<file path="src/rtl/block_render_pkg.sv">
// Shared constants, types and helpers for the block renderer.
//   - Screen geometry: 20 x 15 blocks of 32 x 32 pixels.
//   - tile_id_t: tile identifier at the default 4-bit width.
//   - wr_state_e: states of the tile-map write handshake FSM.
//   - in_map(): true when a block index addresses a real map entry.
package block_render_pkg;

  localparam int unsigned BLOCKS_PER_ROW = 20;
  localparam int unsigned MAP_ROWS       = 15;
  localparam int unsigned MAP_BLOCKS     = BLOCKS_PER_ROW * MAP_ROWS;
  localparam int unsigned BLOCK_PX       = 32;
  localparam int unsigned INBLOCK_W      = $clog2(BLOCK_PX * BLOCK_PX);
  localparam int unsigned BLOCK_W        = 9;
  localparam int unsigned TILE_BITS_DEF  = 4;

  typedef logic [TILE_BITS_DEF-1:0] tile_id_t;

  typedef enum logic [1:0] {
    IDLE = 2'd0,
    HOLD = 2'd1,
    ACK  = 2'd2
  } wr_state_e;

  function automatic logic in_map(input logic [BLOCK_W-1:0] blk);
    return blk < BLOCK_W'(MAP_BLOCKS);
  endfunction

endpackage

</file>
<file path="src/rtl/block_renderer_tile_map_ram.sv">
// tile_map_ram: 300-entry tile-ID store, one entry per screen block.
// Ports:
//   clk        rising-edge clock
//   rd_en_i    read strobe; rd_tile_o updates on the next edge
//   rd_addr_i  block index to read (caller keeps it < 300 when enabled)
//   rd_tile_o  registered read data
//   wr_en_i    write strobe
//   wr_addr_i  block index to write (caller keeps it < 300 when enabled)
//   wr_tile_i  tile ID to store
// Contents are not reset.
module tile_map_ram
  import block_render_pkg::*;
#(
  parameter int TILE_BITS = 4
) (
  input  logic                 clk,
  input  logic                 rd_en_i,
  input  logic [BLOCK_W-1:0]   rd_addr_i,
  output logic [TILE_BITS-1:0] rd_tile_o,
  input  logic                 wr_en_i,
  input  logic [BLOCK_W-1:0]   wr_addr_i,
  input  logic [TILE_BITS-1:0] wr_tile_i
);

  logic [TILE_BITS-1:0] mem [MAP_BLOCKS];
  logic [TILE_BITS-1:0] rd_tile_q;

  always_ff @(posedge clk) begin
    if (rd_en_i) rd_tile_q <= mem[rd_addr_i];
    if (wr_en_i) mem[wr_addr_i] <= wr_tile_i;
  end

  assign rd_tile_o = rd_tile_q;

endmodule

</file>
<file path="src/rtl/block_renderer.sv">
// block_renderer: turns (block_coord, inblock_coord) into a pixel colour via
// a tile map and an external synchronous tile-pixel ROM, and accepts tile-map
// updates over a 4-phase req/ack port that commits only during blanking.
// Ports:
//   clk, rst_n                 clock, asynchronous active-low reset
//   block_coord, inblock_coord pixel coordinates, qualified by pix_valid_in
//   pix_valid_in, vblank       active-pixel qualifier, vertical blank flag
//   rom_addr / rom_data        {tile_id, offset} to ROM, data one cycle later
//   pix_out, pix_valid_out     pixel colour, 2 edges after coord sampling
//   wr_req, wr_addr, wr_tile   tile-map write request (level, held to ack)
//   wr_ack                     write acknowledge (level)
// Build option: BLOCK_RENDERER_VSYNC_COMMIT_EN restricts map commits to
// vertical blanking so the map only changes between frames.
module block_renderer
  import block_render_pkg::*;
#(
  parameter int                  TILE_BITS     = 4,
  parameter int                  PIX_BITS      = 8,
  parameter logic [PIX_BITS-1:0] BORDER_COLOUR = '0
) (
  input  logic                          clk,
  input  logic                          rst_n,
  input  logic [BLOCK_W-1:0]            block_coord,
  input  logic [INBLOCK_W-1:0]          inblock_coord,
  input  logic                          pix_valid_in,
  input  logic                          vblank,
  output logic [TILE_BITS+INBLOCK_W-1:0] rom_addr,
  input  logic [PIX_BITS-1:0]           rom_data,
  output logic [PIX_BITS-1:0]           pix_out,
  output logic                          pix_valid_out,
  input  logic                          wr_req,
  input  logic [BLOCK_W-1:0]            wr_addr,
  input  logic [TILE_BITS-1:0]          wr_tile,
  output logic                          wr_ack
);

  logic                 blk_in_map;
  logic                 rd_en;
  logic [TILE_BITS-1:0] tile_rd;
  logic [TILE_BITS-1:0] tile_field;

  logic                 vld_p0, oor_p0;
  logic [INBLOCK_W-1:0] ib_p0;
  logic                 vld_p1, oor_p1;
  logic [PIX_BITS-1:0]  pix_q;
  logic                 pix_vld_q;

  wr_state_e            state_q;
  logic [BLOCK_W-1:0]   pend_addr_q;
  logic [TILE_BITS-1:0] pend_tile_q;
  logic                 wr_ack_q;
  logic                 commit_win;
  logic                 map_we;

  assign blk_in_map = in_map(block_coord);
  // Reads only for valid in-range pixels, so a read never shares a cycle with
  // a commit (commits need pix_valid_in low).
  assign rd_en = pix_valid_in && blk_in_map;

  tile_map_ram #(.TILE_BITS(TILE_BITS)) u_map (
    .clk       (clk),
    .rd_en_i   (rd_en),
    .rd_addr_i (block_coord),
    .rd_tile_o (tile_rd),
    .wr_en_i   (map_we),
    .wr_addr_i (pend_addr_q),
    .wr_tile_i (pend_tile_q)
  );

  // ---- S1: map read issued, coords and flags registered ----
  always_ff @(posedge clk or negedge rst_n) begin
    if (!rst_n) begin
      vld_p0 <= 1'b0;
      oor_p0 <= 1'b0;
      ib_p0  <= '0;
    end else begin
      vld_p0 <= pix_valid_in;
      oor_p0 <= !blk_in_map;
      ib_p0  <= inblock_coord;
    end
  end

  // The RAM output is only meaningful after an in-range valid read; zeroing
  // the tile field otherwise keeps rom_addr defined out of reset and for the
  // border region.
  assign tile_field = (vld_p0 && !oor_p0) ? tile_rd : '0;
  assign rom_addr   = {tile_field, ib_p0};

  // ---- S2: ROM registers its data; flags follow ----
  always_ff @(posedge clk or negedge rst_n) begin
    if (!rst_n) begin
      vld_p1 <= 1'b0;
      oor_p1 <= 1'b0;
    end else begin
      vld_p1 <= vld_p0;
      oor_p1 <= oor_p0;
    end
  end

  // ---- S3: colour select ----
  always_ff @(posedge clk or negedge rst_n) begin
    if (!rst_n) begin
      pix_q     <= '0;
      pix_vld_q <= 1'b0;
    end else begin
      pix_vld_q <= vld_p1;
      if (!vld_p1)     pix_q <= '0;
      else if (oor_p1) pix_q <= BORDER_COLOUR;
      else             pix_q <= rom_data;
    end
  end

  assign pix_out       = pix_q;
  assign pix_valid_out = pix_vld_q;

`ifdef BLOCK_RENDERER_VSYNC_COMMIT_EN
  assign commit_win = vblank && !pix_valid_in;
`else
  assign commit_win = !pix_valid_in;
  logic unused_vblank;
  assign unused_vblank = vblank;
`endif

  // Out-of-range targets run the full handshake but never touch the map.
  assign map_we = (state_q == HOLD) && commit_win && in_map(pend_addr_q);

  always_ff @(posedge clk or negedge rst_n) begin
    if (!rst_n) begin
      state_q     <= IDLE;
      wr_ack_q    <= 1'b0;
      pend_addr_q <= '0;
      pend_tile_q <= '0;
    end else begin
      case (state_q)
        IDLE: if (wr_req) begin
          pend_addr_q <= wr_addr;
          pend_tile_q <= wr_tile;
          state_q     <= HOLD;
        end
        HOLD: if (commit_win) begin
          state_q  <= ACK;
          wr_ack_q <= 1'b1;
        end
        ACK: if (!wr_req) begin
          state_q  <= IDLE;
          wr_ack_q <= 1'b0;
        end
        default: begin
          state_q  <= IDLE;
          wr_ack_q <= 1'b0;
        end
      endcase
    end
  end

  assign wr_ack = wr_ack_q;

endmodule

</file>
<file path="config.mk">
export PLATFORM = sky130hd
export DESIGN_NAME = block_renderer
export DESIGN_NICKNAME = d
export VERILOG_FILES = /design/src/rtl/block_render_pkg.sv /design/src/rtl/block_renderer_tile_map_ram.sv /design/src/rtl/block_renderer.sv
export SDC_FILE = /design/constraint.sdc
export NUM_CORES = 1
export LEC_CHECK = 0
export BUFFER_PORTS_ARGS = -buffer_cell sky130_fd_sc_hd__buf_2
export CORE_ASPECT_RATIO = 0.75
export CORE_MARGIN = 1.5
export CORE_UTILIZATION = 45
export DETAILED_ROUTE_END_ITERATION = 8
export MAX_ROUTING_LAYER = met4
export PLACE_DENSITY = 0.65
export SKIP_CTS_REPAIR_TIMING = 1
export SLEW_MARGIN = 20
export SYNTH_ARGS = -nofsm -noshare
export SYNTH_HDL_FRONTEND = slang
export SYNTH_SLANG_ARGS = --single-unit
</file>
<file path="constraint.sdc">
create_clock -name clk -period 6.88 [get_ports clk]
set_input_delay 1.032 -clock clk [delete_from_list [all_inputs] [get_ports clk]]
set_output_delay 1.032 -clock clk [all_outputs]
set_load 0.01 [all_outputs]
</file>
==> out/metrics.yaml, run 1 <==
ctsLongestPathBuffers: 3
cts_made_buffers: 113
grt_use_total_pct: 21.25
crit_top_cell: "a221oi_1"
die-area_um2: 111300
tightest_slew_ns: 1.662
crit_fanout: 80
arrival_ns: 4.39
powerDensity_nw_per_um2: 336.3
ys_ff_latch: 1243
syn_area_per_cell_um2: 19.01
numPortBuffers: 67
violations: "slew limit"
finalPower_mw: 18.31
synth_top_cell_by_area: "edfxtp_1"
clk_pin_slew_ns: 0.06
num_rows: 104
tns_ns: 0
reg2reg_to: "u_map.mem[181][0]"
hold_start: "vld_p1"
crit_chain: "buf_8 -> buf_4 -> mux4_2 -> a21oi_1 -> a221oi_1 -> a21o_1 -> a221oi_1 -> and3b_1"
wl_um: 113800
end_kind: "register"
grt-ovfl-total: 0
grt_pass1_wl_um: 167000
synth_edf_count: 1204
core_area_um2: 107900
yosysSeqAreaShare_pct: 75.49
grt_max_degree: 227
period_share_pct: 56.96
h-tree-depth: 3
wl_per_cell_um: 27.24
setup_violations: 0
synth_top_cells_by_area: "edfxtp_1 74%, mux4_2 8.3%, mux2i_1 4.6%"
die_h_um: 289.3
finalHoldViolCount: 0
first_global_vias: 25260
p_leak_nw: 17.37
syn_area_um2: 49190
drc: 0
yosysMostFrequentCell: "edfxtp_1"
ff_latch_area_um2: 37150
final_nets: 2694
holdPathStages: 0
vdd_ir_drop_max_v: 0.0006364
synthTopCellsByCount: "1204 x edfxtp_1, 322 x nor2_1, 225 x mux2i_1"
io-pin-count: 69
status: "finished with violations"
drt_iter0_markers: 3027
synthDominantCellAreaShare_pct: 73.51
cts_root_buf: "clkbuf_16"
cp-start-kind: "input pin"
die_x_um: 384.8
via_per_inst: 5.948
slowest_delay_ns: 0.73
cap_violations: 0
clock_latency_ns: 0.72
fmax_mhz: 255.2
antenna_found_initial: 5
worst-r2r-cell-count: 6
required_ns: 7.35
synthArstFlopShare_pct: 3.138
yosysWarnings: 0
syn_nets: 2632
synth_cells: 2587
slowest_stage: "buf_4"
maxSlewHeadroom_pct: -10.78
hpwl_um: 67560
start_util_pct: 45.60
skew_ns: 0.02474
synth_top_flop_cell: "edfxtp_1"
yosysUniqueCellTypes: 52
n_fill_cell: 8467
place.gp.congestion: 0.8033
vias: 24840
worst-setup-path-type: "input pin to register"
drt-pass1-iter-count: 5
hold_path_end: "pix_valid_out"
fin_crit_ns: 3.919
holdCritPathClass: "register to register"
area_growth_pct: 10.69
drv_slew: 103
clkSinkCount: 1243
layout-drive-gt1-share_pct: 18.41
cts_tree: "built"
worst-r2r-setup-slack_ns: 3.31
reg2reg_from: "state_q[1]"
drtAntennaViolNets: 0
grt_setup_unrepaired: "no"
critPathBufInv: 2
critPathTopFamily: "buffers and inverters"
multiInputGateArea_um2: 10950
## cells in the final DEF (no fill, tap or decap), types with 4 or more instances in the layout
| cell type | count |
|---|---|
| and2_1 | 14 |
| a211oi_1 | 5 |
| o22ai_1 | 20 |
| a22oi_1 | 31 |
| dfrtp_1 | 35 |
| mux4_2 | 182 |
| clkinv_1 | 21 |
| buf_4 | 37 |
| nand4_1 | 4 |
| buf_12 | 7 |
| o21ai_1 | 12 |
| clkbuf_8 | 8 |
| a21o_1 | 4 |
| nor3_1 | 6 |
| buf_2 | 65 |
| nand2b_1 | 4 |
| dfrtp_4 | 4 |
| nand2_1 | 55 |
| clkbuf_1 | 21 |
| clkinv_2 | 22 |
| nand3_1 | 24 |
| nor2b_1 | 12 |
| nor2_1 | 321 |
| and3_1 | 7 |
| a221oi_2 | 10 |
| bufinv_16 | 12 |
| a221oi_1 | 26 |
| nor4_1 | 4 |
| o21ai_0 | 35 |
| clkbuf_16 | 117 |
| edfxtp_1 | 1204 |
| mux4_1 | 21 |
| mux2_2 | 13 |
| a21oi_1 | 60 |
| mux2i_1 | 225 |
| o211ai_1 | 4 |
| o221ai_1 | 47 |
## cell type report
| type | count | share of cell area [%] |
|---|---|---|
| Tap cell | 1431 | 3.289 |
| Clock inverter | 63 | 1.186 |
| Sequential cell | 1243 | 68.22 |
| Antenna cell | 2 | 0.009192 |
| Inverter | 3 | 0.02068 |
| Clock buffer | 146 | 5.724 |
| Timing Repair Buffer | 112 | 1.441 |
| Multi-Input combinational cell | 1176 | 20.11 |
## metal layers
layer,track usage [%],wire [µm],vias up
met1,29.54,47710,12890
li1,-,-,10590
met4,5.748,3036,0
met2,31.19,51870,1168
met5,-,0,-
met3,5.547,11150,192
## how the worst max path moves through the flow
stage / from / endpoint / slack [ns] / cells past startpoint
2_1_floorplan: pend_tile_q[0] / u_map.mem[0][0] / 2.30 / 0
3_3_place_gp: block_coord[0] / u_map.rd_tile_o[2] / 2.20 / 8
3_5_place_dp: block_coord[0] / u_map.rd_tile_o[2] / 2.18 / 8
4_1_cts: block_coord[0] / u_map.rd_tile_o[2] / 2.93 / 8
5_1_grt: block_coord[0] / u_map.rd_tile_o[2] / 2.79 / 8
6_report: block_coord[0] / u_map.rd_tile_o[2] / 2.96 / 8
## sequential cells by signal (all words and copies together), names as in the netlist, 2 cells and up
register         cells
u_map.mem         1200
ib_p0               10
pend_addr_q          9
pix_out              8
pend_tile_q          4
u_map.rd_tile_o      4
state_q              2
## where the power goes
part | switching (mW) | internal, mW | total [mW]
combinational | 1.64 | 0.379 | 2.02
clock | 2.74 | 3.64 | 6.38
sequential | 0.395 | 9.52 | 9.91
total | 4.77 | 13.5 | 18.3
## cells by family (layout without fill, tap and decap cells)
kind of cell           after synthesis  in the layout  synth area share, %
AO/OA/AOI/OAI                      269            269                3.940
other                                0              2                    0
flip-flops                        1243           1243                75.49
multiplexers                       441            441                14.33
AND/OR/NAND/NOR                    466            466                3.951
buffers and inverters              168            324                2.287
## metrics by stage
stage | cells | hold slack, ns | setup slack [ns] | area, µm² | utilization, %
final | 4176 | 0.3853 | 2.961 | 54450 | 50.47
after global routing | 4176 | 0.3844 | 2.794 | 54450 | 50.47
after CTS | 4173 | 0.3683 | 2.929 | 54430 | 50.46
after detailed placement | 3964 | 0.3601 | 2.177 | 50670 | 46.97
after global placement | 3964 | 0.3616 | 2.201 | 50670 | 46.97
after floorplan | 2587 | 0.3465 | 2.298 | 49190 | -
Note: power is estimated with default switching activity, not from simulation.
==> inputs of run 2 (changes only) <==
PLACE_DENSITY = 0.67   (was 0.65)
clock period = 3.3 ns   (was 6.88 ns; I/O delays follow)
==> run 2 against run 1 <==
Against the previous run: the run now ends clean; critical path depth unchanged; clock power up 110%; non-clock buffer count up 104; register-to-register slack worse by 2.8 ns; first-iteration DRC count down 1.5%; combinational power up 140%; flip-flop and latch count unchanged; largest cell class unchanged; highest routed layer unchanged.
==> out/metrics.yaml, run 2 (synthesis gave the netlist of run 1 again) <==
finalHoldViolCount: 0  # unchanged
clock_latency_ns: 0.71  # about the same
grt-busiest-layer: "met2"
worst-r2r-setup-slack_ns: 0.50  # -2.81 ns
use_met1_pct: 30.30  # +0.76 points
first_global_vias: 25850  # +2.4%
arrival_ns: 3.19  # -1.20 ns
hpwl_um: 71930  # +6.5%
worst-r2r-cell-count: 4  # -2
grt_setup_unrepaired: "no"
drc: 0  # unchanged
layout-drive-gt1-share_pct: 20.72  # +2.3 points
power_frac_comb_pct: 12.7  # +1.7 points
crit_top_cell: "nor2_1"
final_nets: 2803  # +4.0%
place_area_um2: 51640  # +1.9%
cp-start-kind: "input pin"
design_area_um2: 55660  # +2.2%
holdPathStages: 2  # +2
ctsLongestPathBuffers: 3  # unchanged
reg2reg_from: "pend_addr_q[3]"
via_per_inst: 5.933  # -0.25%
hold_start: "wr_addr[2]"
cts_root_buf: "clkbuf_16"
wl_per_cell_um: 27.06  # -0.66%
end_kind: "register"
largest_register_ffs: 1200  # unchanged
antenna_found_initial: 4  # -1
crit_fanout: 16  # -80%
setup_violations: 0  # unchanged
tightest_slew_ns: 1.056  # -0.6057 ns
p_leak_nw: 17.97  # +3.5%
final_cell_mix: "1204 x edfxtp_1, 321 x nor2_1, 225 x mux2i_1"
vias: 25420  # +2.4%
clk_pin_slew_ns: 0.07  # about the same
drv_slew: 0  # -100%
h-tree-depth: 3  # unchanged
cts_tree: "built"
crit_chain: "dlygate4sd3_1 -> buf_2 -> nor2_1 -> nand2_1 -> nor3b_1 -> buf_4 -> nand3_1 -> nor2_1"
cts_made_buffers: 118  # +4.4%
reg_top3: "u_map.mem x1200, ib_p0 x10, pend_addr_q x9"
drt-pass1-iter-count: 5  # unchanged
reg2reg_to: "u_map.mem[9][1]"
skew_ns: 0.03030  # +0.005564 ns
maxSlewHeadroom_pct: 29.44  # +40 points
largest_register: "u_map.mem"
vdd_ir_drop_max_v: 0.0006853  # +7.7%
finalPower_mw: 38.60  # +110%
clockPowerShare_pct: 34.7  # about the same
place.gp.congestion: 0.8328  # +3.7%
power_switching_mw: 10.11  # +110%
drt_iter0_markers: 2982  # -1.5%
grt_pass1_wl_um: 170400  # +2.1%
slowest_delay_ns: 0.60  # -0.13 ns
final_util_pct: 51.59  # +1.1 points
grt_max_degree: 109  # -52%
io-pin-count: 69  # unchanged
hold_path_end: "pend_addr_q[2]"
grtUsageMet2_pct: 31.99  # +0.80 points
fmax_mhz: 350.7
die_x_um: 384.8  # unchanged
drtAntennaViolNets: 0  # unchanged
period_share_pct: 86.40
switching_share_pct: 26.20  # +0.13 points
status: "complete, no violations"
grt_use_total_pct: 21.61  # +0.36 points
core_area_um2: 107900  # unchanged
wl_um: 116000  # +1.9%
die_h_um: 289.3  # unchanged
num_rows: 104  # unchanged
clkSinkCount: 1243  # unchanged
holdCritPathClass: "input pin to register"
numPortBuffers: 67  # unchanged
grt-ovfl-total: 0  # unchanged
die-area_um2: 111300  # unchanged
cap_violations: 0  # unchanged
p_int_mw: 28.49  # +110%
multiInputGateArea_um2: 10940  # about the same
start_util_pct: 45.60  # unchanged
powerDensity_nw_per_um2: 693.5  # +110%
seqPwrFrac_pct: 52.6  # -1.5 points
mostFrequentLayoutCell: "edfxtp_1"
ff_latch_area_um2: 37150  # unchanged
worst-setup-path-type: "input pin to register"
fin_crit_ns: 2.851
n_fill_cell: 8318  # -1.8%
area_growth_pct: 13.15
slowest_stage: "nor2_1"
required_ns: 3.64  # -3.71 ns
use_met3_pct: 5.523  # -0.023 points
==> run 2: cell types whose count changed in the layout (fill, tap and decap cells not counted), moves of 4 or more <==
cell	before	now
buf_4	37	96
buf_12	7	34
dlygate4sd3_1	0	19
clkbuf_8	8	0
clkbuf_1	21	25
clkbuf_16	117	121
clkinvlp_4	2	6
==> run 2: power by group through the flow <==
stage | Clock (mW) | Sequential, mW | Combinational [mW]
global route | 14.2 | 20.4 | 5.21
CTS | 13.6 | 20.3 | 4.90
global placement | 0 | 20.6 | 4.69
finish | 13.4 | 20.3 | 4.89
detailed placement | 0 | 20.6 | 4.88
floorplan | 0 | 21.6 | 1.41
==> run 2: final cells by class <==
type	instances	share of cell area [%]
flip-flops and latches	1243	66.74
well taps	1431	3.217
multi-input cells	1176	19.66
clock inverters	68	1.250
diodes	2	0.008992
clock buffers	146	5.609
inverters	3	0.02023
repair buffers	216	3.498
==> run 2: metal layers <==
metal  vias to the layer above  part of all wire [%]
li1                      10820                     -
met1                     13130                    42
met2                      1287                    46
met3                       183                    10
met4                         0                   2.0
met5                         -                     0
==> run 2: through the flow <==
stage	hold slack, ns	std cells	TNS [ns]	setup slack, ns
finish	0.03416	4285	0	0.4487
CTS	-0.1390	4264	0	0.4225
global route	-0.001393	4285	0	0.2960
detailed placement	0.3660	4050	0	0.009877
global placement	0.3688	4050	-0.03050	-0.03050
floorplan	0.1994	2587	0	0.5703
==> run 2: worst max-delay path, delay by kind of cell <==
family | cells | cell delay [ns]
buffers and inverters | 3 | 0.95
AND/OR/NAND/NOR | 5 | 1.73
==> run 2: worst max path at each step <==
stage | startpoint | to | slack [ns] | cells after the start
6_report | pix_valid_in | u_map.mem[213][0] | 0.45 | 8
5_1_grt | oor_p0 | rom_addr[12] | 0.30 | 3
4_1_cts | oor_p0 | rom_addr[12] | 0.42 | 3
3_5_place_dp | block_coord[0] | u_map.rd_tile_o[2] | 0.01 | 9
3_3_place_gp | block_coord[0] | u_map.rd_tile_o[2] | -0.03 | 9
2_1_floorplan | pend_tile_q[0] | u_map.mem[0][0] | 0.57 | 0
==> inputs of run 3 (changes only) <==
CORE_UTILIZATION = 63   (was 45)
PLACE_DENSITY = 0.85   (was 0.67)
clock period = 3.2 ns   (was 3.3 ns; I/O delays follow)
==> run 3 against run 2 <==
Against the previous run: utilization grew 20 points; total power grew 2.6%; sequential share of layout area grew 0.70 points; clock-buffer cell count shrank 18; non-clock buffer count grew 16; critical path depth is the same.
==> out/metrics.yaml, run 3 (synthesis gave the netlist of run 1 again) <==
status: "complete, no violations"
fin_crit_ns: 2.978
skew_ns: 0.03149  # +0.001189 ns
drtAntennaViolNets: 0  # unchanged
drt-pass1-iter-count: 6  # +1
powerDensity_nw_per_um2: 719.2  # +3.7%
die_x_um: 325.6  # -15%
final_cell_mix: "1204 x edfxtp_1, 321 x nor2_1, 225 x mux2i_1"
setup_violations: 0  # unchanged
end_kind: "register"
antenna_found_initial: 1  # -3
clock_latency_ns: 0.71  # about the same
clk_pin_slew_ns: 0.07  # about the same
die-area_um2: 79780  # -28%
tightest_slew_ns: 0.9849  # -0.07104 ns
first_global_vias: 26900  # +4.1%
required_ns: 3.52  # -0.12 ns
fmax_mhz: 335.8
drv_slew: 0  # unchanged
hpwl_um: 72170  # +0.33%
die_h_um: 245.0  # -15%
mostFrequentLayoutCell: "edfxtp_1"
ctsLongestPathBuffers: 3  # unchanged
period_share_pct: 93.05
grt_pass1_wl_um: 176800  # +3.8%
cap_violations: 0  # unchanged
final_util_pct: 71.46  # +20 points
h-tree-depth: 3  # unchanged
vias: 26950  # +6.0%
worst-setup-path-type: "input pin to register"
core_area_um2: 77070  # -29%
layout-drive-gt1-share_pct: 20.94  # +0.22 points
p_leak_nw: 17.95  # -0.13%
num_rows: 88  # -15%
start_util_pct: 63.82  # +18 points
largest_register_ffs: 1200  # unchanged
holdCritPathClass: "input pin to register"
wl_um: 121800  # +5.1%
grt_setup_unrepaired: "no"
vdd_ir_drop_max_v: 0.0007557  # +10%
finalPower_mw: 39.61  # +2.6%
drc: 0  # unchanged
io-pin-count: 69  # unchanged
drt_iter0_markers: 4508  # +51%
area_growth_pct: 11.98
numPortBuffers: 67  # unchanged
cts_tree: "built"
cts_root_buf: "clkbuf_16"
via_per_inst: 6.925  # +17%
reg_top3: "u_map.mem x1200, ib_p0 x10, pend_addr_q x9"
cts_made_buffers: 108  # -8.5%
grt_use_total_pct: 31.54  # +9.9 points
wl_per_cell_um: 31.31  # +16%
arrival_ns: 3.30  # +0.11 ns
maxSlewHeadroom_pct: 34.18  # +4.7 points
cp-start-kind: "input pin"
largest_register: "u_map.mem"
grt-ovfl-total: 0  # unchanged
clkSinkCount: 1243  # unchanged
final_nets: 2809  # +0.21%
grt_max_degree: 135  # +24%
crit_fanout: 16  # unchanged
finalHoldViolCount: 0  # unchanged
place.gp.congestion: 0.8824  # +6.0%
[run 3: report_power, final]
group          leakage, nW  internal [mW]  switching, mW
Combinational         4.90           1.16           3.91
Sequential            11.3           20.4          0.722
Clock                 1.76           7.51           5.95
Total                 17.9           29.0           10.6
[run 3: through the flow]
step	setup slack (ns)	instance area, µm²	std cells	TNS [ns]	hold WS (ns)
after global placement	-0.07925	51240	3669	-0.07925	0.3639
after CTS	0.3598	54870	3871	0	-0.1469
after detailed placement	-0.05782	51240	3669	-0.05782	0.3707
after floorplan	0.4703	49190	2587	0	0.1844
final	0.2224	55080	3892	0	0.002314
after global routing	0.1584	55080	3892	0	-0.006751
[run 3: cell type report]
class	count	area (µm²)
antenna	1	2.502
clock buffer	128	2799
clock inverter	74	839.6
fill	4264	22000
inverter	3	11.26
multi-input combinational	1176	10940
sequential	1243	37150
tap	1035	1295
timing repair buffer	232	2044
[run 3: per-layer routing]
layer  share of wire, %  track usage [%]  vias up
met5                  0                -        -
met4                3.6            11.05        0
met3                 14            8.098      319
met2                 47            46.64     2248
met1                 36            43.34    13580
li1                   -                -    10800
[run 3: path summary, 6_finish.rpt]
| path | start | end | slack (ns) | cells past startpoint |
|---|---|---|---|---|
| setup / recovery | pix_valid_in | u_map.mem[45][0] | 0.22 | 8 |
| hold / removal | wr_addr[5] | pend_addr_q[5] | 0.002 | 2 |
| setup reg to reg | state_q[1] | u_map.mem[45][0] | 0.23 | 6 |
| hold reg to reg | vld_p0 | vld_p1 | 0.39 | 0 |
| max in group asynchronous | rst_n | pend_tile_q[1] | 2.09 | 2 |
| min in group asynchronous | rst_n | ib_p0[8] | 0.45 | 2 |
[run 3: worst max-delay path, cell delays in order]
cell	delay, ns
dlygate4sd3_1	0.55
buf_2	0.16
nor2_1	0.08
nand2_1	0.19
nor4_1	0.31
buf_4	0.22
nand2_1	0.54
nor2_1	0.75
